--- src/rtl/rr_arbiter8x3.sv ---
// rr_arbiter8x3 - round-robin arbiter sharing one downstream resource among
// eight requesters. Produces a registered one-hot grant, the matching 3-bit
// index (same 8-to-3 mapping as the 8x3 encoder), a valid flag and a busy
// flag. A winner keeps the grant while its request stays high. On release,
// priority rotates to the position just past the released winner.
//
// Optional build macro: ARB_HOLD_LIMIT_EN
//   When defined, a winner that has held the grant for MAX_HOLD cycles is
//   forcibly rotated out if any other requester is waiting.
//   When undefined, no hold counter exists and a winner may hold forever.
module rr_arbiter8x3 #(
    parameter int N_REQ    = 8,
    parameter int IDX_W    = 3,
    parameter int MAX_HOLD = 16
) (
    input  logic             clk,
    input  logic             rst_n,
    input  logic [N_REQ-1:0] req,
    output logic [N_REQ-1:0] gnt,
    output logic [IDX_W-1:0] gnt_idx,
    output logic             gnt_valid,
    output logic             busy
);

    typedef enum logic [0:0] {
        IDLE  = 1'b0,
        GRANT = 1'b1
    } state_t;

    // MAX_HOLD must fit the 8-bit hold counter and allow at least one
    // hold cycle before a forced hand-off; nothing is built for bad values.
    if ((MAX_HOLD < 2) || (MAX_HOLD > 255)) begin : g_bad_max_hold
    end

    // Binary index to one-hot grant vector.
    function automatic logic [7:0] dec3x8(input logic [2:0] idx);
        logic [7:0] vec;
        vec      = 8'h00;
        vec[idx] = 1'b1;
        return vec;
    endfunction

    // Rotating priority search: first set bit of r at or after start
    // (mod 8). Result is {found, index}; index is 0 when nothing is found.
    function automatic logic [3:0] rr_pick(input logic [7:0] r,
                                           input logic [2:0] start);
        logic [3:0] res;
        logic [2:0] pos;
        res = 4'b0000;
        for (int i = 0; i < 8; i++) begin
            pos = start + i[2:0];
            if (!res[3] && r[pos]) begin
                res = {1'b1, pos};
            end else begin
                res = res;
            end
        end
        return res;
    endfunction

    state_t     state_r, state_s;
    logic [2:0] ptr_r,   ptr_s;
    logic [7:0] gnt_r,   gnt_s;
    logic [2:0] idx_r,   idx_s;
    logic       valid_r, valid_s;
    logic       busy_r,  busy_s;

    logic [2:0] start_s;
    logic [3:0] pick_s;
    logic       rotate_s;

`ifdef ARB_HOLD_LIMIT_EN
    logic [7:0] hold_cnt_r, hold_cnt_s;
    logic       others_s;
    logic       hold_expired_s;
`endif

    // Search start: the rotating pointer when idle, just past the current
    // winner when a grant is being released or rotated.
    always_comb begin
        if (state_r == GRANT) begin
            start_s = idx_r + 3'd1;
        end else begin
            start_s = ptr_r;
        end
    end

    assign pick_s = rr_pick(req, start_s);

`ifdef ARB_HOLD_LIMIT_EN
    assign others_s       = |(req & ~gnt_r);
    assign hold_expired_s = (hold_cnt_r == 8'(MAX_HOLD)) && others_s;
    assign rotate_s       = ~req[idx_r] | hold_expired_s;
`else
    assign rotate_s       = ~req[idx_r];
`endif

    // Next-state and next-output logic for the IDLE/GRANT controller.
    always_comb begin
        state_s = state_r;
        ptr_s   = ptr_r;
        gnt_s   = gnt_r;
        idx_s   = idx_r;
        valid_s = valid_r;
        busy_s  = busy_r;
`ifdef ARB_HOLD_LIMIT_EN
        hold_cnt_s = hold_cnt_r;
`endif
        case (state_r)
            IDLE: begin
                if (pick_s[3]) begin
                    state_s = GRANT;
                    gnt_s   = dec3x8(pick_s[2:0]);
                    idx_s   = pick_s[2:0];
                    valid_s = 1'b1;
                    busy_s  = 1'b1;
`ifdef ARB_HOLD_LIMIT_EN
                    hold_cnt_s = 8'd1;
`endif
                end else begin
                    state_s = IDLE;
                    gnt_s   = 8'h00;
                    idx_s   = 3'd0;
                    valid_s = 1'b0;
                    busy_s  = 1'b0;
`ifdef ARB_HOLD_LIMIT_EN
                    hold_cnt_s = 8'd0;
`endif
                end
            end
            GRANT: begin
                if (rotate_s) begin
                    // The released winner moves to the back of the queue.
                    ptr_s = idx_r + 3'd1;
                    if (pick_s[3]) begin
                        // Hand off on this edge with no dead cycle.
                        state_s = GRANT;
                        gnt_s   = dec3x8(pick_s[2:0]);
                        idx_s   = pick_s[2:0];
                        valid_s = 1'b1;
                        busy_s  = 1'b1;
`ifdef ARB_HOLD_LIMIT_EN
                        hold_cnt_s = 8'd1;
`endif
                    end else begin
                        state_s = IDLE;
                        gnt_s   = 8'h00;
                        idx_s   = 3'd0;
                        valid_s = 1'b0;
                        busy_s  = 1'b0;
`ifdef ARB_HOLD_LIMIT_EN
                        hold_cnt_s = 8'd0;
`endif
                    end
                end else begin
                    // Winner keeps the grant; other requests are ignored.
                    state_s = GRANT;
`ifdef ARB_HOLD_LIMIT_EN
                    if (hold_cnt_r < 8'(MAX_HOLD)) begin
                        hold_cnt_s = hold_cnt_r + 8'd1;
                    end else begin
                        hold_cnt_s = 8'(MAX_HOLD);
                    end
`endif
                end
            end
            default: begin
                state_s = IDLE;
                ptr_s   = 3'd0;
                gnt_s   = 8'h00;
                idx_s   = 3'd0;
                valid_s = 1'b0;
                busy_s  = 1'b0;
`ifdef ARB_HOLD_LIMIT_EN
                hold_cnt_s = 8'd0;
`endif
            end
        endcase
    end

    // State, pointer and registered-output flops with async reset.
    always_ff @(posedge clk or negedge rst_n) begin
        if (!rst_n) begin
            state_r <= IDLE;
            ptr_r   <= 3'd0;
            gnt_r   <= 8'h00;
            idx_r   <= 3'd0;
            valid_r <= 1'b0;
            busy_r  <= 1'b0;
        end else begin
            state_r <= state_s;
            ptr_r   <= ptr_s;
            gnt_r   <= gnt_s;
            idx_r   <= idx_s;
            valid_r <= valid_s;
            busy_r  <= busy_s;
        end
    end

`ifdef ARB_HOLD_LIMIT_EN
    // Consecutive-grant-cycle counter for the current winner.
    always_ff @(posedge clk or negedge rst_n) begin
        if (!rst_n) begin
            hold_cnt_r <= 8'd0;
        end else begin
            hold_cnt_r <= hold_cnt_s;
        end
    end
`endif

    assign gnt       = gnt_r;
    assign gnt_idx   = idx_r;
    assign gnt_valid = valid_r;
    assign busy      = busy_r;

endmodule
--- config.mk ---
export PLATFORM = sky130hd
export DESIGN_NAME = rr_arbiter8x3
export DESIGN_NICKNAME = d
export VERILOG_FILES = /design/src/rtl/rr_arbiter8x3.sv
export SDC_FILE = /design/constraint.sdc
export NUM_CORES = 1
export LEC_CHECK = 0
export CELL_PAD_IN_SITES_DETAIL_PLACEMENT = 0
export CELL_PAD_IN_SITES_GLOBAL_PLACEMENT = 1
export CORE_UTILIZATION = 46
export CTS_CLUSTER_SIZE = 30
export DETAILED_ROUTE_END_ITERATION = 6
export PLACE_DENSITY_LB_ADDON = 0.1
export SYNTH_ARGS = -nofsm -noshare
export SYNTH_HDL_FRONTEND = slang
export SYNTH_SLANG_ARGS = --single-unit
--- constraint.sdc ---
create_clock -name clk -period 10.6 [get_ports clk]
set_input_delay 1.59 -clock clk [delete_from_list [all_inputs] [get_ports clk]]
set_output_delay 1.59 -clock clk [all_outputs]
set_load 0.05 [all_outputs]
==> metrics, run 1 <==
status=complete, no violations; Root Driver=clkbuf_4; Clk Latency, worst-skew pair=290 ps; startpoint types=flop; antenna violations before repair=0; worst min-delay path startpoint=gnt[0]; warning count from the yosys run=0; hold_buf cts=0; Routed Wire Length=4430 um; grt total ovfl=0; Seq/Total Area, Yosys=0.237; worst hold margin=487 ps; critical path class=flop to flop; Synth top area share=0.237; multi-input logic area=1230 um2; vias in the first global route=1,537; Top delay family on crit path=compound AO/OA/AOI/OAI gates; I/O pins=23; final count of hold timing violations=0; Mapped Avg Cell Area=9.27 um2; P&R area growth vs syn=15.6%; Finish-stage setup viols=0; width of the die=62.6 um; H-tree levels=1; Buf+Inv Stages, Crit Path=2; CP Data Arrival Time=4610 ps; HPWL after detailed placement=3430 um; cts bufs inserted=3; DRC violations left=0; Synth Register Bits=16; Yosys top cell by area=dfrtp_1; clock skew=6.72 ps; core box area=3420 um2; Post-synth EDFFs=0; CP endpoint kind=flop; FF/Latch Area=400 um2; Worst Setup SP=state_r; cell count after placement=244; die height=62.6 um; pin count of the biggest net entering global routing=19; CTS tree=built; RSZ-0062 raised after global routing=false; non-filler cells, final=247; number of clock sinks=16; Final TNS setup=0 ps; Netlist cell types=58; ys flop type=dfrtp_1; Post-CTS Setup Inserts=0; CP required=10,800 ps; total track usage=0.239; main area contributors after synthesis=dfrtp_1, mux4_2, mux2i_1; Rel. slew slack=0.521; worst-path maximum fanout=11; Final ANT Viol Nets=0; layout cells sized above 1=0.149; Final Max Slew Viols=0; CTS clk-pin slew, worst paths=90 ps; via count=1,596; leading cell types in the layout, fill and taps excluded=clkdlybuf4s50_1, nand2_1, dfrtp_1; Clock Path Buffers=2; Mapped Cells=182; R2R Path Start=state_r; CP max stage cell=dfrtp_1; mapped cell area=1690 um2; Max Freq=227 MHz; Max Cap Violations=0; WL per Instance=17.9 um; Fillers=320; initial DRC count=106; worst hold path type=flop to flop; fin crit share=0.416; die area=3920 um2; crit path cell chain=and2b_1 > nor2_2 > inv_2 > ha_1 > inv_1 > a21oi_1 > mux2i_1 > a221oi_1 > o21ai_0 > a311oi_2 > or3b_4 > o31ai_2; input/output buffers=22; first-pass GRT wire length=7360 um; Placer Congestion=0.990; critical path's largest stage delay=600 ps; std cell rows=21; Nets=216; via/cell ratio=6.46; Async S/R FF share, synth=1.00; post-CTS resize count=0; fin util=0.571; min Tclk post-route=4410 ps; Slew @ Worst Pin=716 ps; Initial Util=0.494; n_diodes=0; commonest non-fill, non-tap cell in the layout=clkdlybuf4s50_1; drt first pass iters=4; post-synthesis net count=195
## kinds of logic (layout without fill, tap and decap cells)
family                   Yosys count  count (layout)  synth area share
AND/OR/NAND/NOR                   72              72             0.240
AO/OA/AOI/OAI                     51              51             0.226
multiplexers                      22              22             0.189
flip-flops                        16              16             0.237
buffers and inverters             11              30            0.0356
XOR/XNOR                           7               7            0.0497
adder cells (fa/ha/maj)            3               3            0.0222
## per-stage QoR
stage / setup slack [ps] / area, um2
2_1_floorplan: 6410 / 1690
3_3_place_gp: 6050 / 1930
3_5_place_dp: 6010 / 1930
4_1_cts: 6250 / 1950
5_1_grt: 5900 / 1950
6_report: 6190 / 1950
## worst reg2reg max path, cell delays in order (launching register included)
cell and delay, ps:
dfrtp_1 600, and2b_1 300, nor2_2 450, inv_2 200, ha_1 470, inv_1 130, a21oi_1 330, mux2i_1 200
a221oi_1 470, o21ai_0 180, a311oi_2 380, or3b_4 450, o31ai_2 180
## synthesized netlist by cell type (2+ instances only)
cell / n
xnor2_2: 2
a21oi_1: 8
nor4_1: 2
mux2_2: 5
or3_1: 3
mux2i_1: 9
clkbuf_1: 3
ha_1: 3
o22ai_1: 2
nor3_1: 6
and2_1: 7
o31ai_1: 3
a211oi_1: 3
dfrtp_1: 16
and3_1: 3
o31ai_2: 2
a22o_1: 2
xnor2_1: 4
nand2_1: 19
nor2_1: 4
inv_1: 3
o21ai_0: 11
nand3_1: 10
nor2b_1: 2
or2_1: 2
nand2b_1: 3
a221oi_1: 4
mux4_2: 6
a32o_1: 4
buf_6: 2
nand4_1: 2
## flip-flops by register name, indices dropped and copies added (netlist names)
name,count
gnt,8
gnt_idx,3
ptr_r,3
gnt_valid,1
state_r,1
## final cells by class
| type | count | area share |
|---|---|---|
| multi-input combinational | 155 | 0.629 |
| clock buffer | 3 | 0.0115 |
| tap | 46 | 0.0295 |
| timing repair buffer | 23 | 0.117 |
| inverter | 4 | 0.00770 |
| sequential | 16 | 0.205 |
## final timing paths
kind	end	slack, ps	cells after the start
setup / recovery	gnt[1]	6190	12
hold / removal	gnt[0]	490	2
setup reg to reg	gnt[1]	6190	12
hold reg to reg	gnt[0]	490	2
max in group asynchronous	gnt_idx[2]	8420	1
min in group asynchronous	gnt[6]	1720	1
## metal layers
metal | vias to the layer above | wire [um] | track usage
li1 | 752 | - | -
met1 | 769 | 2040 | 0.326
met3 | 2 | 259 | 0.0438
met4 | 0 | 13 | 0.0378
met5 | - | 0 | 0
met2 | 73 | 2120 | 0.401
Power of run 1 is not shown: default switching activity piles up to over one toggle a cycle in this logic, so the estimate is an artifact.
==> run 2, diff against run 1 <==
--- a/config.mk
+++ b/config.mk
@@ -7,7 +7,7 @@
 export LEC_CHECK = 0
 export CELL_PAD_IN_SITES_DETAIL_PLACEMENT = 0
 export CELL_PAD_IN_SITES_GLOBAL_PLACEMENT = 1
-export CORE_UTILIZATION = 46
+export CORE_UTILIZATION = 42
 export CTS_CLUSTER_SIZE = 30
 export DETAILED_ROUTE_END_ITERATION = 6
 export PLACE_DENSITY_LB_ADDON = 0.1
==> constraint.sdc (replaced) <==
create_clock -name clk -period 4.3 [get_ports clk]
set_input_delay 0.645 -clock clk [delete_from_list [all_inputs] [get_ports clk]]
set_output_delay 0.645 -clock clk [all_outputs]
set_load 0.05 [all_outputs]
==> run 2 against run 1 <==
Against the previous run:
- fmax rose by 13%
- via count grew 1.8%
- die area grew 9.2%
- global-route usage shrank 0.26 points
- critical path depth fell by 1
- clock-buffer cell count is 1 higher
- non-clock buffer count grew 9
- critical path type unchanged
- routed wire length grew 4.8%
- sequential share of layout area down 1.0 points
- register-to-register slack got worse by 5800 ps
- design area up 5.3%
- clock skew shrank 3.4 ps
==> metrics, run 2 (synthesized netlist as in run 1, its figures left out) <==
commonest non-fill, non-tap cell in the layout=clkdlybuf4s50_1; Routed Wire Length=4650 um; CTS clk-pin slew, worst paths=60 ps; P&R area growth vs syn=21.6%; critical path class=flop to flop; worst hold margin=486 ps; Clock Path Buffers=2; startpoint types=flop; Top delay family on crit path=compound AO/OA/AOI/OAI gates; min Tclk post-route=3890 ps; HPWL after detailed placement=3710 um; Final TNS setup=0 ps; RSZ-0062 raised after global routing=false; Post-CTS Setup Inserts=0; number of clock sinks=16; pin count of the biggest net entering global routing=19; fin crit share=0.904; width of the die=65.4 um; Final ANT Viol Nets=0; drt first pass iters=4; crit path cell chain=ha_1 > mux2_2 > inv_1 > ha_1 > xnor2_2 > mux4_2 > a211oi_1 > nor4_1 > a311oi_2 > or3b_4 > o31ai_2; Final Max Slew Viols=0; Root Driver=clkbuf_8; DRC violations left=0; CP endpoint kind=flop; Max Cap Violations=0; antenna violations before repair=0; setup ws final=411 ps; CP Data Arrival Time=4040 ps; worst-path maximum fanout=10; hold_buf cts=0; die area=4280 um2; Clk Latency, worst-skew pair=250 ps; cts bufs inserted=3; initial DRC count=136; first-pass GRT wire length=7730 um; WL per Instance=17.9 um; worst hold path type=flop to flop; Buf+Inv Stages, Crit Path=1; n_diodes=0; Initial Util=0.451; total track usage=0.237; via/cell ratio=6.27; Slew @ Worst Pin=1120 ps; post-CTS resize count=0; critical path's largest stage delay=580 ps; pre-CTS setup slack=426 ps; Finish-stage setup viols=0; vias in the first global route=1,548; clock skew=3.28 ps; die height=65.4 um; core box area=3740 um2; CP max stage cell=mux4_2; Largest register FFs=8; Max Freq=257 MHz; std cell rows=22; H-tree levels=1; status=complete, no violations; leading cell types in the layout, fill and taps excluded=clkdlybuf4s50_1, nand2_1, dfrtp_1; final count of hold timing violations=0; Most common cell on crit path=ha_1; Rel. slew slack=0.252; input/output buffers=22; grt total ovfl=0; I/O pins=23; layout cells sized above 1=0.190; CTS tree=built; CP required=4460 ps; via count=1,624; Placer Congestion=0.972; fin util=0.548; Nets=225
[run 2: changes by cell type in the layout (fill, tap and decap cells not counted), sizes merged]
cell / before / now
buf: 1 / 10
clkbuf: 3 / 4
[run 2: layout make-up]
| cell class | instances | area, um2 |
|---|---|---|
| Timing Repair Buffer | 32 | 295 |
| Tap cell | 48 | 60.1 |
| Sequential cell | 16 | 400 |
| Inverter | 4 | 15.0 |
| Clock buffer | 4 | 55.1 |
| Multi-Input combinational cell | 155 | 1230 |
| Fill cell | 365 | 1690 |
[run 2: metal layers]
metal  track usage  up-vias  routed length, um
li1              -      769                  -
met5             0        -                  0
met1         0.333      784               2090
met3        0.0347        2                316
met4        0.0408        0                 20
met2         0.388       69               2220
[run 2: per-stage QoR]
stage | cell area, um2 | instances
6_report | 2050 | 259
5_1_grt | 2050 | 259
4_1_cts | 2050 | 259
3_5_place_dp | 2000 | 255
3_3_place_gp | 2000 | 255
2_1_floorplan | 1690 | 182
[run 2: tightest hold or removal path: stages, from the launching register on]
cell and delay (ps):
dfrtp_1 350, nand2_1 50, o31ai_1 50
[run 2: path summary, 6_finish.rpt]
path | from | to | slack, ps | depth (start not counted)
max in group asynchronous | rst_n | gnt_idx[1] | 3030 | 1
min in group asynchronous | rst_n | gnt[7] | 820 | 1
worst min-delay path | gnt[0] | gnt[0] | 490 | 2
worst max register to register | gnt_idx[1] | gnt[1] | 410 | 11
worst max-delay path | gnt_idx[1] | gnt[1] | 410 | 11
worst min register to register | gnt[0] | gnt[0] | 490 | 2
Power of run 2 is left out for the same reason.
